<file path="config.mk">
export PLATFORM = sky130hd
export DESIGN_NAME = imem_loader_flat
export DESIGN_NICKNAME = d
export VERILOG_FILES = /design/src/rtl/imem_loader_if.sv /design/src/rtl/imem_loader.sv /design/src/flat_wrapper.sv
export SDC_FILE = /design/constraint.sdc
export NUM_CORES = 1
export LEC_CHECK = 0
export ABC_AREA = 1
export CORE_MARGIN = 2
export CORE_UTILIZATION = 50
export CTS_BUF_LIST = sky130_fd_sc_hd__clkbuf_4 sky130_fd_sc_hd__clkbuf_8
export CTS_CLUSTER_DIAMETER = 50
export CTS_CLUSTER_SIZE = 8
export DETAILED_ROUTE_END_ITERATION = 10
export HOLD_SLACK_MARGIN = 0.12
export PLACE_DENSITY = 0.83
export SLEW_MARGIN = 25
export SYNTH_ARGS = -nofsm -noshare
export SYNTH_HDL_FRONTEND = slang
export SYNTH_SLANG_ARGS = --single-unit
</file>
<file path="constraint.sdc">
create_clock -name clk -period 1.9 [get_ports clk]
set_input_delay 0.285 -clock clk [delete_from_list [all_inputs] [get_ports clk]]
set_output_delay 0.285 -clock clk [all_outputs]
set_load 0.02 [all_outputs]
</file>
<file path="src/rtl/imem_loader_if.sv">
// Boot-loader bus bundle: byte stream in, instruction-memory write port and status out.
// The master side is the host/serial receiver; the slave side is the loader itself.
interface imem_loader_if;
  logic        start;
  logic [7:0]  rx_data;
  logic        rx_valid;
  logic        rx_ready;
  logic        mem_we;
  logic [31:0] mem_waddr;
  logic [31:0] mem_wdata;
  logic        cpu_hold;
  logic        busy;
  logic        done;
  logic        error;

  modport master (
    output start, rx_data, rx_valid,
    input  rx_ready, mem_we, mem_waddr, mem_wdata, cpu_hold, busy, done, error
  );

  modport slave (
    input  start, rx_data, rx_valid,
    output rx_ready, mem_we, mem_waddr, mem_wdata, cpu_hold, busy, done, error
  );
endinterface

</file>
<file path="src/rtl/imem_loader.sv">
// Boot-time instruction memory loader: parses count header, LE words and an XOR checksum,
// writes one word per memory strobe and keeps the core in reset until a verified image is in place.
module imem_loader #(
  parameter int unsigned ADDR_WIDTH = 8,
  parameter int unsigned BASE_WORD  = 0
) (
  input logic          clk,
  input logic          rst_n,
  imem_loader_if.slave bus
);

  typedef enum logic [2:0] {IDLE, LEN0, LEN1, DATA, CSUM, DONE, ERR} state_t;

  // Largest word count that still fits between BASE_WORD and the top of memory.
  localparam logic [31:0] MAX_WORDS = 32'((1 << ADDR_WIDTH) - BASE_WORD);

  state_t      state_reg;
  logic [1:0]  byte_cnt_reg;
  logic [15:0] word_cnt_reg;
  logic [15:0] count_reg;
  logic [7:0]  len_lo_reg;
  logic [7:0]  csum_reg;
  logic [23:0] acc_reg;
  logic        mem_we_reg;
  logic [31:0] mem_waddr_reg;
  logic [31:0] mem_wdata_reg;

  logic        accept;
  logic [15:0] len_full;
  logic [31:0] word_addr;

  assign bus.rx_ready = (state_reg == LEN0) || (state_reg == LEN1) ||
                        (state_reg == DATA) || (state_reg == CSUM);
  assign bus.busy     = bus.rx_ready;
  assign bus.done     = (state_reg == DONE);
  assign bus.error    = (state_reg == ERR);
  assign bus.cpu_hold = (state_reg != DONE);

  assign bus.mem_we    = mem_we_reg;
  assign bus.mem_waddr = mem_waddr_reg;
  assign bus.mem_wdata = mem_wdata_reg;

  assign accept    = bus.rx_valid && bus.rx_ready;
  assign len_full  = {bus.rx_data, len_lo_reg};
  assign word_addr = (32'(BASE_WORD) + {16'd0, word_cnt_reg}) << 2;

  always_ff @(posedge clk) begin
    if (!rst_n) begin
      state_reg     <= IDLE;
      byte_cnt_reg  <= 2'd0;
      word_cnt_reg  <= 16'd0;
      count_reg     <= 16'd0;
      len_lo_reg    <= 8'd0;
      csum_reg      <= 8'd0;
      acc_reg       <= 24'd0;
      mem_we_reg    <= 1'b0;
      mem_waddr_reg <= 32'd0;
      mem_wdata_reg <= 32'd0;
    end else begin
      mem_we_reg <= 1'b0;
      case (state_reg)
        IDLE, DONE, ERR: begin
          if (bus.start) begin
            state_reg    <= LEN0;
            byte_cnt_reg <= 2'd0;
            word_cnt_reg <= 16'd0;
            csum_reg     <= 8'd0;
          end
        end
        LEN0: begin
          if (accept) begin
            len_lo_reg <= bus.rx_data;
            state_reg  <= LEN1;
          end
        end
        LEN1: begin
          if (accept) begin
            count_reg <= len_full;
            if ((len_full == 16'd0) || ({16'd0, len_full} > MAX_WORDS))
              state_reg <= ERR;
            else
              state_reg <= DATA;
          end
        end
        DATA: begin
          if (accept) begin
            csum_reg     <= csum_reg ^ bus.rx_data;
            byte_cnt_reg <= byte_cnt_reg + 2'd1;
            if (byte_cnt_reg == 2'd3) begin
              // Top byte arrives straight from the stream so the write issues next cycle.
              mem_we_reg    <= 1'b1;
              mem_waddr_reg <= word_addr;
              mem_wdata_reg <= {bus.rx_data, acc_reg};
              word_cnt_reg  <= word_cnt_reg + 16'd1;
              if (word_cnt_reg == count_reg - 16'd1)
                state_reg <= CSUM;
            end else begin
              acc_reg[{byte_cnt_reg, 3'b000} +: 8] <= bus.rx_data;
            end
          end
        end
        CSUM: begin
          if (accept)
            state_reg <= (bus.rx_data == csum_reg) ? DONE : ERR;
        end
        default: state_reg <= IDLE;
      endcase
    end
  end

endmodule
</file>
<file path="src/flat_wrapper.sv">
// flat-port wrapper written by rule: the top's interface ports become plain ports
module imem_loader_flat 
#(
  parameter int unsigned ADDR_WIDTH = 8,
  parameter int unsigned BASE_WORD  = 0
)
  (clk, rst_n, bus_start, bus_rx_data, bus_rx_valid, bus_rx_ready, bus_mem_we, bus_mem_waddr, bus_mem_wdata, bus_cpu_hold, bus_busy, bus_done, bus_error);
  imem_loader_if bus_i ();
  input logic clk;
  input logic rst_n;
  input wire logic [$bits(bus_i.start)-1:0] bus_start;
  input wire logic [$bits(bus_i.rx_data)-1:0] bus_rx_data;
  input wire logic [$bits(bus_i.rx_valid)-1:0] bus_rx_valid;
  output wire logic [$bits(bus_i.rx_ready)-1:0] bus_rx_ready;
  output wire logic [$bits(bus_i.mem_we)-1:0] bus_mem_we;
  output wire logic [$bits(bus_i.mem_waddr)-1:0] bus_mem_waddr;
  output wire logic [$bits(bus_i.mem_wdata)-1:0] bus_mem_wdata;
  output wire logic [$bits(bus_i.cpu_hold)-1:0] bus_cpu_hold;
  output wire logic [$bits(bus_i.busy)-1:0] bus_busy;
  output wire logic [$bits(bus_i.done)-1:0] bus_done;
  output wire logic [$bits(bus_i.error)-1:0] bus_error;
  assign bus_i.start = bus_start;
  assign bus_i.rx_data = bus_rx_data;
  assign bus_i.rx_valid = bus_rx_valid;
  assign bus_rx_ready = bus_i.rx_ready;
  assign bus_mem_we = bus_i.mem_we;
  assign bus_mem_waddr = bus_i.mem_waddr;
  assign bus_mem_wdata = bus_i.mem_wdata;
  assign bus_cpu_hold = bus_i.cpu_hold;
  assign bus_busy = bus_i.busy;
  assign bus_done = bus_i.done;
  assign bus_error = bus_i.error;
  imem_loader #(.ADDR_WIDTH(ADDR_WIDTH), .BASE_WORD(BASE_WORD)) u_core (.clk(clk), .rst_n(rst_n), .bus(bus_i));
endmodule
</file>
* Yosys cells after proc, flatten, opt, wreduce, memory -nomap -nowiden
Cells that the tools add are included.
Widths: inputs -> output; s select.
** Word-level totals
- Bits in registers :: 126
- Output and inout port bits :: 70
- Logic and storage cells :: 75
** Operators by class
- Reductions and logical operators :: 17
- $add $sub $neg :: 4
- Bitwise gates (word level) :: 2
- Magnitude comparators :: 1
- Eq/ne operators :: 17
- Multiplexer cells :: 22
- Shift operators :: 2
** Operators with widths (count)
- $mux 16 :: 3
- $pmux 16 s2 :: 1
- $bwmux 24 :: 1
- $mux 3 :: 8
- $shift 8x7->24 const A :: 1
- $shiftx 8x7->24 :: 1
- $add 16x1->16 const B :: 1
- $eq 16x16->1 :: 1
- $gt 16x9->1 const B :: 1
- $logic_not 16->1 :: 1
- $mux 8 :: 2
- $pmux 8 s2 :: 1
- $sub 16x1->16 const B :: 1
- $pmux 3 s5 :: 1
- $reduce_and 3->1 :: 4
- $eq 3x3->1 const B :: 3
- $eq 8x8->1 :: 1
- $ne 2x1->1 const B :: 4
- $xor 8x8->8 :: 1
- $neg 5->7 :: 1
- $reduce_and 7->1 :: 1
- $eq 3x2->1 const B :: 2
- $mux 2 :: 3
- $ne 2x2->1 const B :: 3
- 14 further kinds :: 18

* Logic depth before layout (Yosys ltp)
- Depth after elaboration :: 7
- Mapped depth :: 16
- Gate-level depth less buffers :: 16

* Worst setup path after synthesis
OpenSTA, ideal clock, no wires.
- Kind :: register -> register
- Start point :: register u_core.count_reg[0]
- End point :: register u_core.state_reg[0]
- Data required time :: 1.785 ns
- Clock period less this slack :: 1.682 ns
- Library setup time :: 0.115 ns
- Setup slack :: 0.218 ns
- Arrival :: 1.567 ns
- Cell stages (with the launch flop) :: 16
- Path through :: dfxtp_1 -> inv_1 -> ha_1 -> nand2_1 -> nor2_1 -> nand2_1 -> nand2_1 -> nand2_1 -> inv_1 -> nand2_1 -> nor2_1 -> nand3_1 -> nand2_1 -> nand3_1 -> nand2_1 -> nor2_1
** On the way
- Longest elaborated chain between the ends :: 4
** RTL lines
- start, declared :: line imem_loader.sv:20 : logic [15:0] count_reg;
- start signal, assigned :: line imem_loader.sv:78 : count_reg <= len_full;
- $sub 16x1->16 :: line imem_loader.sv:95 : if (word_cnt_reg == count_reg - 16'd1)
- $eq 16x16->1 :: line imem_loader.sv:95
- $ne 2x2->1 (no line)
- $reduce_and 7->1 (no line)
- end signal, assigned :: line imem_loader.sv:104 : state_reg <= (bus.rx_data == csum_reg) ? DONE : ERR;
- end, declared :: line imem_loader.sv:17 : state_t state_reg;
Every way passes these cells.
A chain may end at the register's enable or synchronous reset.

* Worst setup path in the final report
- Start point :: register u_core.count_reg[0]
- End point :: register u_core.state_reg[2]
Same word-level chain as after synthesis.

==> reports/results.txt <==
The flow ran to the end, and the final reports show no timing, DRC or antenna violations. The synthesized area divided by synthesized cell count was 7.28 um2; the CTS buffer count was 17. Data on the critical path is required at its endpoint by 2.27 ns. Initial antenna violation count: 0. 0 antenna diodes ended up in the layout. Of the cells placed in the final design, the portion with a size suffix greater than 1 is 14.7%. The post-route minimum period was 1.84 ns. TritonCTS built the clock tree. In this run the critical register-to-register path is captured at u_core.state_reg[2]$_SDFFE_PN0P_. The run gives 0 as the aggregate global routing overflow. The tools report the startpoint of the most critical register-to-register path as u_core.count_reg[0]$_SDFFE_PN0P_.

The run gives -0.0594 ns as the post-placement setup slack. The clock tree synthesis step divided the H-tree into 4 levels. The chip height came out at 113 um. The final setup violation count was 0; the initial DRC count was 423. The first detailed-routing pass ran for 6 iterations.

The count of nets left with antenna violations once routing finished came out at 0. The number of design rule violations left after detail routing is 0. The worst supply voltage drop on vdd was 0.794 mV. The largest fanout of any net on the critical path works out to 6.

Setup repair after global routing could not meet its margin everywhere. The critical setup path kind was reg -> reg. The run gives 0 as the number of max-slew violations in the final report. The number of hold buffers added after CTS was 0.

In this run the tool buffered the top-level ports with 65 buffer cells. The tools report the number of instances in the synthesized netlist as 814. The portion of total power attributed to the clock network is 26.5%, and the number of distinct library cells after synthesis is 38.

The logs give 999 for the number of fillers in the final layout and 82 for the number of top-level pins. The tools report the total standard cell area after synthesis as 5920 um2. After layout, the design draws a total of 0.00796 W. Worst min-delay path class: in -> reg.

The area overhead of the layout relative to synthesis works out to 26.1%. The routed wirelength normalized by instance count works out to 14.3 um. Summing all non-filler instances in the final layout gives an area of 7470 um2.

The data arrival time of the critical path was 2.21 ns; the power dissipated by switching net loads was 0.00305 W. The weighted congestion at the end of routability-driven global placement is 0.914, and the portion of total power attributed to combinational logic is 35.7%. The depth of the worst register-to-register path is 14, and the leakage power of the design is 3.12 nW.

The power density over the cells came out at 1070 nW/um2. For the largest net degree at the start of global routing, the log shows 64. The share of the yosys chip area belonging to registers was 42.6%.

The buffer type at the clock tree root was sky130_fd_sc_hd__clkbuf_8. The most critical setup path has its startpoint at u_core.count_reg[0]$_SDFFE_PN0P_. In this run the core area contains 39 standard-cell rows. The hold violation total from the final report is 0, and the setup TNS after final layout is 0 ns. Summing all placed instances gives a cell area of 6900 um2. Global routing consumed, over all layers together, 24.1% of the routing resources. The number of nets in the layout is 938. The detailed-placement wirelength estimate was 10.9 mm; the via-per-instance ratio was 5.28.

The run gives 543 MHz as the peak clock frequency supported by timing. Wires add up to 15.4 mm. For the Yosys warning count, the log shows 0. The count of maximum capacitance violations is 0.

The width of the die works out to 113 um. The post-CTS clock slew at the launch and capture registers of the worst setup and hold paths was 0.08 ns. The worst setup path is launched from a flip-flop.

The number of global-route vias before repair was 5340. Measured on the finished design, the core utilization comes to 65.1%. The core region is 11500 um2. The count of vias placed by the detailed router came out at 5678. Summed over its instances, the top area cell type makes up 42.6% of the synthesized netlist area. The first-pass GRT wire length is 24.8 mm, and the switching power as a share of total power is 38.4%.

For this configuration, the core starts out at a cell density of 51.7%. The die area was 12700 um2; the internal power component was 0.00491 W. Of the total power, registers draw 37.8%.

The setup slack after layout was 0.0569 ns; the later-pin clock latency in the skew report was 0.44 ns. The tools report the element type at the critical path end as a flip-flop. The most critical setup path has its endpoint at u_core.state_reg[2]$_SDFFE_PN0P_. After layout, the worst path uses 97.0% of the clock period.

Post-synthesis cell type with the largest combined area: sky130_fd_sc_hd__dfxtp_1. Yosys attributes the largest share of cell area to sky130_fd_sc_hd__dfxtp_1 43%, sky130_fd_sc_hd__o21ai_0 9.5%, sky130_fd_sc_hd__a21oi_1 8.2%. For the setup slack of the worst register-to-register path, the log shows 0.06 ns. The register with the most flip-flops in the layout has 32 of them. In this run the deepest clock path goes through 2 buffers. Counting flops and latches in the post-synthesis netlist gives 126. CTS saw 126 sinks. Final worst clock skew: 0.00942 ns.
final cells by class:
class | instances | area, um2 | area share, %
Clock buffer | 18 | 248 | 3.32
Timing Repair inverter | 1 | 7.51 | 0.101
Sequential cell | 126 | 2540 | 34.0
Multi-Input combinational cell | 542 | 2890 | 38.7
Timing Repair Buffer | 118 | 1060 | 14.2
Tap cell | 143 | 179 | 2.40
Inverter | 113 | 433 | 5.80
Clock inverter | 14 | 110 | 1.47
cell usage in the layout, fill, tap and decap left out, types with 4 or more instances in the layout:
cell and instances:
sky130_fd_sc_hd__xnor2_1 14, sky130_fd_sc_hd__inv_1 102, sky130_fd_sc_hd__inv_6 5, sky130_fd_sc_hd__nand3_1 22, sky130_fd_sc_hd__a21oi_1 97, sky130_fd_sc_hd__nor2_2 7, sky130_fd_sc_hd__o211a_1 18, sky130_fd_sc_hd__inv_2 9
sky130_fd_sc_hd__nor2_4 4, sky130_fd_sc_hd__nor2_1 75, sky130_fd_sc_hd__nand2_1 116, sky130_fd_sc_hd__dfxtp_1 119, sky130_fd_sc_hd__clkdlybuf4s50_1 59, sky130_fd_sc_hd__clkinvlp_4 8, sky130_fd_sc_hd__nand4_1 6, sky130_fd_sc_hd__ha_1 6
sky130_fd_sc_hd__nand3_2 5, sky130_fd_sc_hd__xor2_1 8, sky130_fd_sc_hd__buf_4 49, sky130_fd_sc_hd__clkbuf_8 18, sky130_fd_sc_hd__nand3b_1 4, sky130_fd_sc_hd__o21ai_1 4, sky130_fd_sc_hd__nor3_1 8, sky130_fd_sc_hd__dfxtp_2 4
sky130_fd_sc_hd__conb_1 16, sky130_fd_sc_hd__o21ai_0 110
critical path: stages (launching register included):
cell,delay [ns]
sky130_fd_sc_hd__dfxtp_2,0.34
sky130_fd_sc_hd__inv_2,0.05
sky130_fd_sc_hd__ha_4,0.16
sky130_fd_sc_hd__buf_4,0.13
sky130_fd_sc_hd__nand2_2,0.14
sky130_fd_sc_hd__nor2_1,0.07
sky130_fd_sc_hd__nor2_1,0.09
sky130_fd_sc_hd__nand2_1,0.05
sky130_fd_sc_hd__nor2_1,0.09
sky130_fd_sc_hd__nand2_1,0.07
sky130_fd_sc_hd__nor2_2,0.12
sky130_fd_sc_hd__nand3_2,0.12
sky130_fd_sc_hd__nand2_4,0.11
sky130_fd_sc_hd__nand3_1,0.07
sky130_fd_sc_hd__a21oi_1,0.15
per-layer routing:
metal / up-vias / part of all wire [%] / routed length [um] / GRT usage [%]
met5: - / 0 / 0 / 0
met1: 2615 / 44 / 6740 / 30.8
met4: 0 / 3.3 / 513 / 10.9
li1: 2828 / - / - / -
met3: 45 / 6.2 / 955 / 5.89
met2: 190 / 47 / 7200 / 38.7
synthesized netlist by cell type (all sizes together):
cell      n
a31oi     1
nor4      2
nand3    27
xor2      8
nor2     87
nor3     11
and2      1
nand2   121
a211oi    1
xnor2    15
clkbuf   27
a21boi    1
o21ai   116
nand4     7
o211a    18
ha        7
inv     112
dfxtp   126
a21oi    97
conb      1
clkinv    1
buf      21
o211ai    2
nand3b    4
how the worst min path moves through the flow:
| stage | cells past startpoint | end | start | slack (ns) |
|---|---|---|---|---|
| global placement | 2 | u_core.bus.mem_waddr[11]$_SDFFE_PN0P_ | u_core.bus.mem_waddr[11]$_SDFFE_PN0P_ | 0.43 |
| detailed placement | 2 | u_core.bus.mem_wdata[10]$_SDFFE_PN0P_ | u_core.bus.mem_wdata[10]$_SDFFE_PN0P_ | 0.43 |
| CTS | 3 | u_core.bus.mem_we$_SDFF_PN0_ | rst_n | 0.21 |
| global route | 3 | u_core.bus.mem_we$_SDFF_PN0_ | rst_n | 0.24 |
| finish | 3 | u_core.bus.mem_we$_SDFF_PN0_ | rst_n | 0.23 |
| floorplan | 2 | u_core.count_reg[15]$_SDFFE_PN0P_ | bus_rx_data[7] | 0.43 |
stage by stage:
stage               hold slack (ns)  cells
floorplan                     0.434    829
global placement              0.431   1032
detailed placement            0.434   1032
CTS                           0.206   1064
global route                  0.241   1075
finish                        0.234   1075
kinds of logic after synthesis:
group           Yosys count  share of synthesized area [%]
buf+inv                 161                           11.5
compound gates          236                           21.9
fa+ha+maj                 7                           1.48
flops                   126                           42.6
xor+xnor                 23                           3.40
other cells               1                         0.0633
simple gates            260                           19.1
power by group through the flow:
stage / Combinational [W] / Sequential (W) / Clock (W)
global placement: 0.00245 / 0.00303 / 0
floorplan: 0.00184 / 0.00301 / 0
detailed placement: 0.00249 / 0.00304 / 0
global route: 0.00315 / 0.00304 / 0.00227
finish: 0.00284 / 0.00301 / 0.00211
CTS: 0.00255 / 0.00298 / 0.00213
what timing repair did:
action                     CTS  global route
gates resized for setup     14            43
gates cloned                 0             1
setup endpoints to repair   11            49
setup buffers                0            10
pin swaps                    1            15
Power figures use the tool's default switching activity.
